[src/rtl/kband_arrow_packer.sv]
// -----------------------------------------------------------------------------
// kband_arrow_packer
//
// Packs narrow arrow/direction beats from the K-band affine alignment array
// into 128-bit lines and writes them to consecutive addresses of the
// single-port arrow memory. A partial final line is written with byte enables
// that cover only its filled lanes. The block also reports how many lines the
// run stored.
//
// Optional feature: KBAND_PACKER_OVERFLOW_STALL_EN
//   defined   - a run that would write past line DEPTH-1 stops accepting beats
//               after the line at DEPTH-1 is written. The block then holds
//               until reset.
//   undefined - the pointer wraps to 0 and older lines are overwritten.
//   Both builds set the sticky overflow flag.
//
// Ports:
//   clk, reset        clock, synchronous active-high reset
//   start, base_addr  run start pulse (IDLE only) and first line address
//   in_data/in_valid/in_last/in_ready   beat stream (valid/ready handshake)
//   mem_*             memory write port (chipselect == write, clken == 1)
//   words_written     lines written this run
//   done              one-cycle end-of-run pulse
//   overflow          sticky, set by a write from line DEPTH-1
// -----------------------------------------------------------------------------
module kband_arrow_packer #(
   parameter int IN_W   = 32,
   parameter int ADDR_W = 12,
   parameter int DEPTH  = 4096
) (
   input  logic              clk,
   input  logic              reset,
   input  logic              start,
   input  logic [ADDR_W-1:0] base_addr,
   input  logic [IN_W-1:0]   in_data,
   input  logic              in_valid,
   input  logic              in_last,
   output logic              in_ready,
   output logic              mem_chipselect,
   output logic              mem_write,
   output logic [ADDR_W-1:0] mem_address,
   output logic [127:0]      mem_writedata,
   output logic [15:0]       mem_byteenable,
   output logic              mem_clken,
   output logic [ADDR_W:0]   words_written,
   output logic              done,
   output logic              overflow
);

   localparam int LANES = 128 / IN_W;
   localparam int BPL   = IN_W / 8;
   localparam int LC_W  = $clog2(LANES);
   localparam int WW_W  = ADDR_W + 1;
   localparam logic [LC_W-1:0]   LAST_LANE = LC_W'(LANES - 1);
   localparam logic [ADDR_W-1:0] PTR_MAX   = ADDR_W'(DEPTH - 1);

   typedef enum logic [1:0] {
      S_IDLE  = 2'd0,
      S_RUN   = 2'd1,
      S_FLUSH = 2'd2,
      S_DONE  = 2'd3
   } state_t;

   state_t              state_q, state_d;
   logic [ADDR_W-1:0]   ptr_q, ptr_d;
   logic [LC_W-1:0]     lane_q, lane_d;
   logic [127:0]        line_q, line_d;
   logic                rdy_q, rdy_d;
   logic                wr_q, wr_d;
   logic [ADDR_W-1:0]   addr_q, addr_d;
   logic [127:0]        data_q, data_d;
   logic [15:0]         be_q, be_d;
   logic [WW_W-1:0]     words_q, words_d;
   logic                done_q, done_d;
   logic                ovf_q, ovf_d;

   logic [127:0]        line_ins_s;
   logic [15:0]         be_part_s;
   logic [ADDR_W-1:0]   ptr_inc_s;
   logic                issue_s;
   logic [127:0]        issue_data_s;
   logic [15:0]         issue_be_s;

   // Next-state logic: beat packing, line issue, pointer/flag bookkeeping
   always_comb begin
      state_d      = state_q;
      ptr_d        = ptr_q;
      lane_d       = lane_q;
      line_d       = line_q;
      rdy_d        = rdy_q;
      wr_d         = 1'b0;
      addr_d       = addr_q;
      data_d       = data_q;
      be_d         = be_q;
      words_d      = words_q;
      done_d       = 1'b0;
      ovf_d        = ovf_q;
      issue_s      = 1'b0;
      issue_data_s = 128'd0;
      issue_be_s   = 16'd0;
      line_ins_s   = line_q;
      be_part_s    = 16'd0;

      // Current line with the incoming beat dropped into lane lane_q
      for (int i = 0; i < LANES; i++) begin
         if (lane_q == LC_W'(i)) begin
            line_ins_s[i*IN_W +: IN_W] = in_data;
         end else begin
            line_ins_s[i*IN_W +: IN_W] = line_q[i*IN_W +: IN_W];
         end
      end

      // Byte enables for the lanes already filled (lanes below lane_q)
      for (int i = 0; i < LANES; i++) begin
         if (LC_W'(i) < lane_q) begin
            be_part_s[i*BPL +: BPL] = {BPL{1'b1}};
         end else begin
            be_part_s[i*BPL +: BPL] = {BPL{1'b0}};
         end
      end

      if (ptr_q == PTR_MAX) begin
         ptr_inc_s = {ADDR_W{1'b0}};
      end else begin
         ptr_inc_s = ptr_q + ADDR_W'(1);
      end

      case (state_q)
         S_IDLE: begin
            rdy_d = 1'b0;
            if (start) begin
               state_d = S_RUN;
               ptr_d   = base_addr;
               lane_d  = {LC_W{1'b0}};
               line_d  = 128'd0;
               words_d = {WW_W{1'b0}};
               ovf_d   = 1'b0;
               rdy_d   = 1'b1;
            end else begin
               state_d = S_IDLE;
            end
         end
         S_RUN: begin
            if (in_valid && rdy_q) begin
               if (lane_q == LAST_LANE) begin
                  issue_s      = 1'b1;
                  issue_data_s = line_ins_s;
                  issue_be_s   = 16'hFFFF;
                  lane_d       = {LC_W{1'b0}};
                  line_d       = 128'd0;
`ifdef KBAND_PACKER_OVERFLOW_STALL_EN
                  // Further beats would overwrite line 0: stop accepting.
                  if (!in_last && (ptr_q == PTR_MAX)) begin
                     rdy_d = 1'b0;
                  end else begin
                     rdy_d = rdy_q;
                  end
`endif
               end else begin
                  lane_d = lane_q + LC_W'(1);
                  line_d = line_ins_s;
               end
               if (in_last) begin
                  state_d = S_FLUSH;
                  rdy_d   = 1'b0;
               end else begin
                  state_d = S_RUN;
               end
            end else begin
               state_d = S_RUN;
            end
         end
         S_FLUSH: begin
            state_d = S_DONE;
            if (lane_q != {LC_W{1'b0}}) begin
               issue_s      = 1'b1;
               issue_data_s = line_q;
               issue_be_s   = be_part_s;
               lane_d       = {LC_W{1'b0}};
               line_d       = 128'd0;
            end else begin
               // Last write already issued with the completing beat.
               done_d = 1'b1;
            end
         end
         S_DONE: begin
            state_d = S_IDLE;
            // done_q set means the pulse came from FLUSH; otherwise the
            // partial write is issuing now and done follows it.
            if (done_q) begin
               done_d = 1'b0;
            end else begin
               done_d = 1'b1;
            end
         end
         default: begin
            state_d = S_IDLE;
            rdy_d   = 1'b0;
         end
      endcase

      // Register a line for writing on the next cycle and advance the pointer
      if (issue_s) begin
         wr_d    = 1'b1;
         addr_d  = ptr_q;
         data_d  = issue_data_s;
         be_d    = issue_be_s;
         ptr_d   = ptr_inc_s;
         words_d = words_q + WW_W'(1);
         if (ptr_q == PTR_MAX) begin
            ovf_d = 1'b1;
         end else begin
            ovf_d = ovf_q;
         end
      end else begin
         wr_d = 1'b0;
      end
   end

   // State and output registers with synchronous reset
   always_ff @(posedge clk) begin
      if (reset) begin
         state_q <= S_IDLE;
         ptr_q   <= {ADDR_W{1'b0}};
         lane_q  <= {LC_W{1'b0}};
         line_q  <= 128'd0;
         rdy_q   <= 1'b0;
         wr_q    <= 1'b0;
         addr_q  <= {ADDR_W{1'b0}};
         data_q  <= 128'd0;
         be_q    <= 16'd0;
         words_q <= {WW_W{1'b0}};
         done_q  <= 1'b0;
         ovf_q   <= 1'b0;
      end else begin
         state_q <= state_d;
         ptr_q   <= ptr_d;
         lane_q  <= lane_d;
         line_q  <= line_d;
         rdy_q   <= rdy_d;
         wr_q    <= wr_d;
         addr_q  <= addr_d;
         data_q  <= data_d;
         be_q    <= be_d;
         words_q <= words_d;
         done_q  <= done_d;
         ovf_q   <= ovf_d;
      end
   end

   // A write strobe that meets a reset cycle is suppressed.
   assign mem_write      = wr_q & ~reset;
   assign mem_chipselect = wr_q & ~reset;
   assign mem_address    = addr_q;
   assign mem_writedata  = data_q;
   assign mem_byteenable = be_q;
   assign mem_clken      = 1'b1;
   assign in_ready       = rdy_q;
   assign words_written  = words_q;
   assign done           = done_q;
   assign overflow       = ovf_q;

endmodule
[config.mk]
export PLATFORM = sky130hd
export DESIGN_NAME = kband_arrow_packer
export DESIGN_NICKNAME = d
export VERILOG_FILES = /design/src/rtl/kband_arrow_packer.sv
export SDC_FILE = /design/constraint.sdc
export NUM_CORES = 1
export LEC_CHECK = 0
export CORE_MARGIN = 2
export CORE_UTILIZATION = 40
export CTS_CLUSTER_DIAMETER = 80
export CTS_CLUSTER_SIZE = 40
export DETAILED_ROUTE_END_ITERATION = 7
export SYNTH_ARGS = -nofsm -noshare
export SYNTH_HDL_FRONTEND = slang
export SYNTH_SLANG_ARGS = --single-unit
export TNS_END_PERCENT = 1
[constraint.sdc]
create_clock -name clk -period 3.01 [get_ports clk]
set_input_delay 0.602 -clock clk [delete_from_list [all_inputs] [get_ports clk]]
set_output_delay 0.602 -clock clk [all_outputs]
set_load 0.05 [all_outputs]
==> results of run 1 <==
placed cells by master (no fill, tap or decap), drive strengths merged, types with 12 or more instances in the layout:
master,count
ha,13
nand2,176
clkbuf,15
o21ai,219
nor2,18
inv,24
a22oi,118
nor3,12
nand3,93
buf,44
and2,35
dfxtp,305
a21oi,104
clkdlybuf4s50,219
a22o,23
critical path: cells and delay by family, from the launching register on:
| kind | cells | cell delay [ns] |
|---|---|---|
| adder cells (fa/ha/maj) | 1 | 0.46 |
| buffers and inverters | 1 | 0.13 |
| AND/OR/NAND/NOR | 1 | 0.27 |
| flip-flops | 1 | 0.40 |
| AO/OA/AOI/OAI | 3 | 1.27 |
cells in the mapped netlist, types with 4 or more instances:
library cell	count
and2_1	33
o22ai_1	8
clkbuf_1	62
nor2_1	18
a22o_1	23
o21ai_0	187
inv_1	19
nand2_1	176
o211a_1	4
and3_1	8
nand3_1	93
a311oi_1	8
buf_1	4
and4_1	4
mux2_2	6
a21oi_1	103
dfxtp_1	305
a31oi_1	4
a22oi_1	118
o21ai_1	31
nor3_1	12
ha_1	13
buf_4	20
buf_2	47
nand4_1	8
a221oi_1	5
cell type report:
type,count,area share [%]
well taps,390,3.23
inverters,19,0.473
repair buffers,263,17.4
clock buffers,15,2.49
clock inverters,10,0.978
flip-flops and latches,305,40.5
multi-input cells,909,34.9
stage by stage:
stage          instances  setup slack [ns]  cell area, µm²  hold WS [ns]  utilization [%]
2_1_floorplan       1369             0.324           12000         0.431                -
3_3_place_gp        1886             0.307           14600         0.435             49.1
3_5_place_dp        1886             0.266           14600         0.444             49.1
4_1_cts             1911             0.367           15100         0.459             50.9
5_1_grt             1911             0.232           15100         0.479             50.9
6_report            1911             0.406           15100         0.456             50.9
flip-flops by register name, summed over array words and instances (netlist names), 2 cells and up, named ones only:
| signal | cells |
|---|---|
| lane_q | 2 |
| words_written | 13 |
| mem_byteenable | 4 |
| ptr_q | 12 |
| mem_writedata | 128 |
| line_q | 128 |
| mem_address | 12 |
worst max-delay path by stage:
stage | cells past startpoint | end | start | slack (ns)
floorplan | 4 | mem_write | reset | 0.32
global placement | 5 | line_q[9] | start | 0.31
detailed placement | 5 | line_q[21] | start | 0.27
CTS | 6 | line_q[0] | lane_q[1] | 0.37
global route | 6 | line_q[10] | lane_q[1] | 0.23
finish | 6 | line_q[0] | lane_q[1] | 0.41
cells by family (layout without fill, tap and decap cells):
family | after synthesis | after routing | synth area share (%)
and+or+nand+nor | 371 | 371 | 14.5
DFF | 305 | 305 | 50.8
muxes | 6 | 6 | 0.563
buffers and inverters | 155 | 307 | 6.09
other | 1 | 1 | 0.0312
xor gates and xnor gates | 3 | 3 | 0.219
adders and majority gates | 13 | 13 | 1.35
AOI/OAI and AO/OA | 515 | 515 | 26.4
per-layer routing:
metal  vias to the layer above  global-route usage (%)
met4                         0                    4.41
met1                      5072                    31.5
met3                        34                    2.94
met5                         -                       0
li1                       5177                       -
met2                       295                    35.9
power by group through the flow:
stage | combinational (W) | sequential (W) | clock [W]
floorplan | 0.000312 | 0.00420 | 0
global placement | 0.000555 | 0.00420 | 0
detailed placement | 0.000561 | 0.00420 | 0
CTS | 0.000561 | 0.00411 | 0.00261
global route | 0.000607 | 0.00412 | 0.00276
finish | 0.000562 | 0.00411 | 0.00255
==> metrics.yaml, run 1 <==
run_status:
  status: "finished, final reports clean"
timing:
  skew_ns: 0.0422
  max_freq_mhz: 384
  slew_violations: 0
  hold_viol: 0
  relSlewSlack_pct: 23.9
  min_period_over_period_pct: 86.5
  fin_crit_ns: 2.60
  tightest_slew_ns: 1.14
  setup-tns-final_ns: 0
  setup_viol: 0
  rsz0062_at_grt: "false"
placed_design:
  gp_congestion: 0.790
  portBuffers: 222
  dp_hpwl_mm: 23.1
run:
  maxCapViolations: 0
power:
  p_sw_w: 0.00195
  p_clk_share_pct: 35.3
  p_per_area_nw_per_um2: 479
  power_w: 0.00723
  power.leakage_nw: 4.81
  power_frac_seq_pct: 56.9
  vdd_drop_max_v: 0.000377
  sw_frac_of_total_pct: 27.0
  pwr-share-comb_pct: 7.8
  intPower_w: 0.00528
worst_hold_path:
  min-delay-start: "mem_writedata[125]"
  hp-class: "reg -> reg"
  holdPathEnd: "mem_writedata[125]"
  hold_depth: 2
setup_path:
  r2r_cells: 6
  cp.arrival_ns: 3.06
  critPathMaxStageDelay_ns: 0.93
  worstPathMaxFanout: 23
  reg2reg_slack_ns: 0.41
  r2r_start: "lane_q[1]"
  slowest_stage: "a21oi_2"
  crit_path_cell_trace: "inv_1, ha_1, and2_4, a2111oi_4, a21oi_2, a22o_1"
  reg2reg_to: "line_q[0]"
  crit_type: "reg -> reg"
  cp-end-kind: "flop"
  worst_ep_required_time_ns: 3.46
  critPathLaunchType: "flop"
clock_network:
  path_clk_slew_ns: 0.13
  clk_latency_ns: 0.54
  cts_resized: 0
  post_cts_buffers: 0
  clock_sinks: 305
  cts_buffers: 15
  cts_hold_buf: 0
  clk_path_buf_depth: 3
  htreeDepth: 1
  cts_tree: "built"
  ctsRootBufferMaster: "clkbuf_16"
route:
  drt_drc_violations_left: 0
  vias_per_cell: 5.54
  routed_wire_length_per_instance_um: 18.6
  wl_met2_mm: 16.3
  vias: 10578
  antenna_left: 0
  drt-initial-drc-count: 840
  met3_length_mm: 2.04
  dr.pass1.iters: 5
  routed_wl_mm: 35.6
  route.top_layer_used: "met4"
  wl_met1_mm: 16.7
synth:
  synthCells: 1369
  yosysWarnings: 0
  synth_edf_count: 0
  syn_area_per_cell_um2: 8.77
  synthFlopType: "dfxtp_1"
  yosys.area.top_type: "dfxtp_1"
  synth-async-reset-ratio_pct: 0
  synthesis.area_um2: 12000
  synth_top_area_share_pct: 50.8
  synth-seq-cells: 305
  syn-num-nets: 1431
  yosysUniqueCellTypes: 60
  netlist_top_cells_area: "dfxtp_1 51%, o21ai_0 7.8%, a22oi_1 7.4%"
  ys_seq_area_share_pct: 50.8
floorplanning:
  die_area_um2: 31400
  pin_count: 224
  coreArea_um2: 29600
  start_util_pct: 40.5
  rows: 63
  die_y_um: 177
  chipWidth_um: 177
global_routing:
  grt_usage_pct: 22.1
  antenna_found_initial: 0
  grt_max_degree: 63
  grt_pass1_wl_mm: 56.2
  grt_overflow: 0
  first_global_vias: 10072
cells_and_area:
  num_antenna_cells: 0
  drive_gt1_share_pct: 6.44
  syn_to_final_growth_pct: 25.6
  seq_area_um2: 6110
  final_nets: 1575
  multi_input_area_um2: 5270
  fillCellCount: 2865
No activity file was read; power rests on OpenSTA's default activity.
==> run 2, diff against run 1 <==
Settings changed: ABC_CLOCK_PERIOD_IN_PS set to 3010.
==> results of run 2 <==
No change in the layout: final DEF, timing and power equal those of run 1.
==> run 3, diff against run 2 <==
Settings changed: ABC_AREA set to 0.
==> results of run 3 <==
No change in the layout: final DEF, timing and power equal those of run 1.
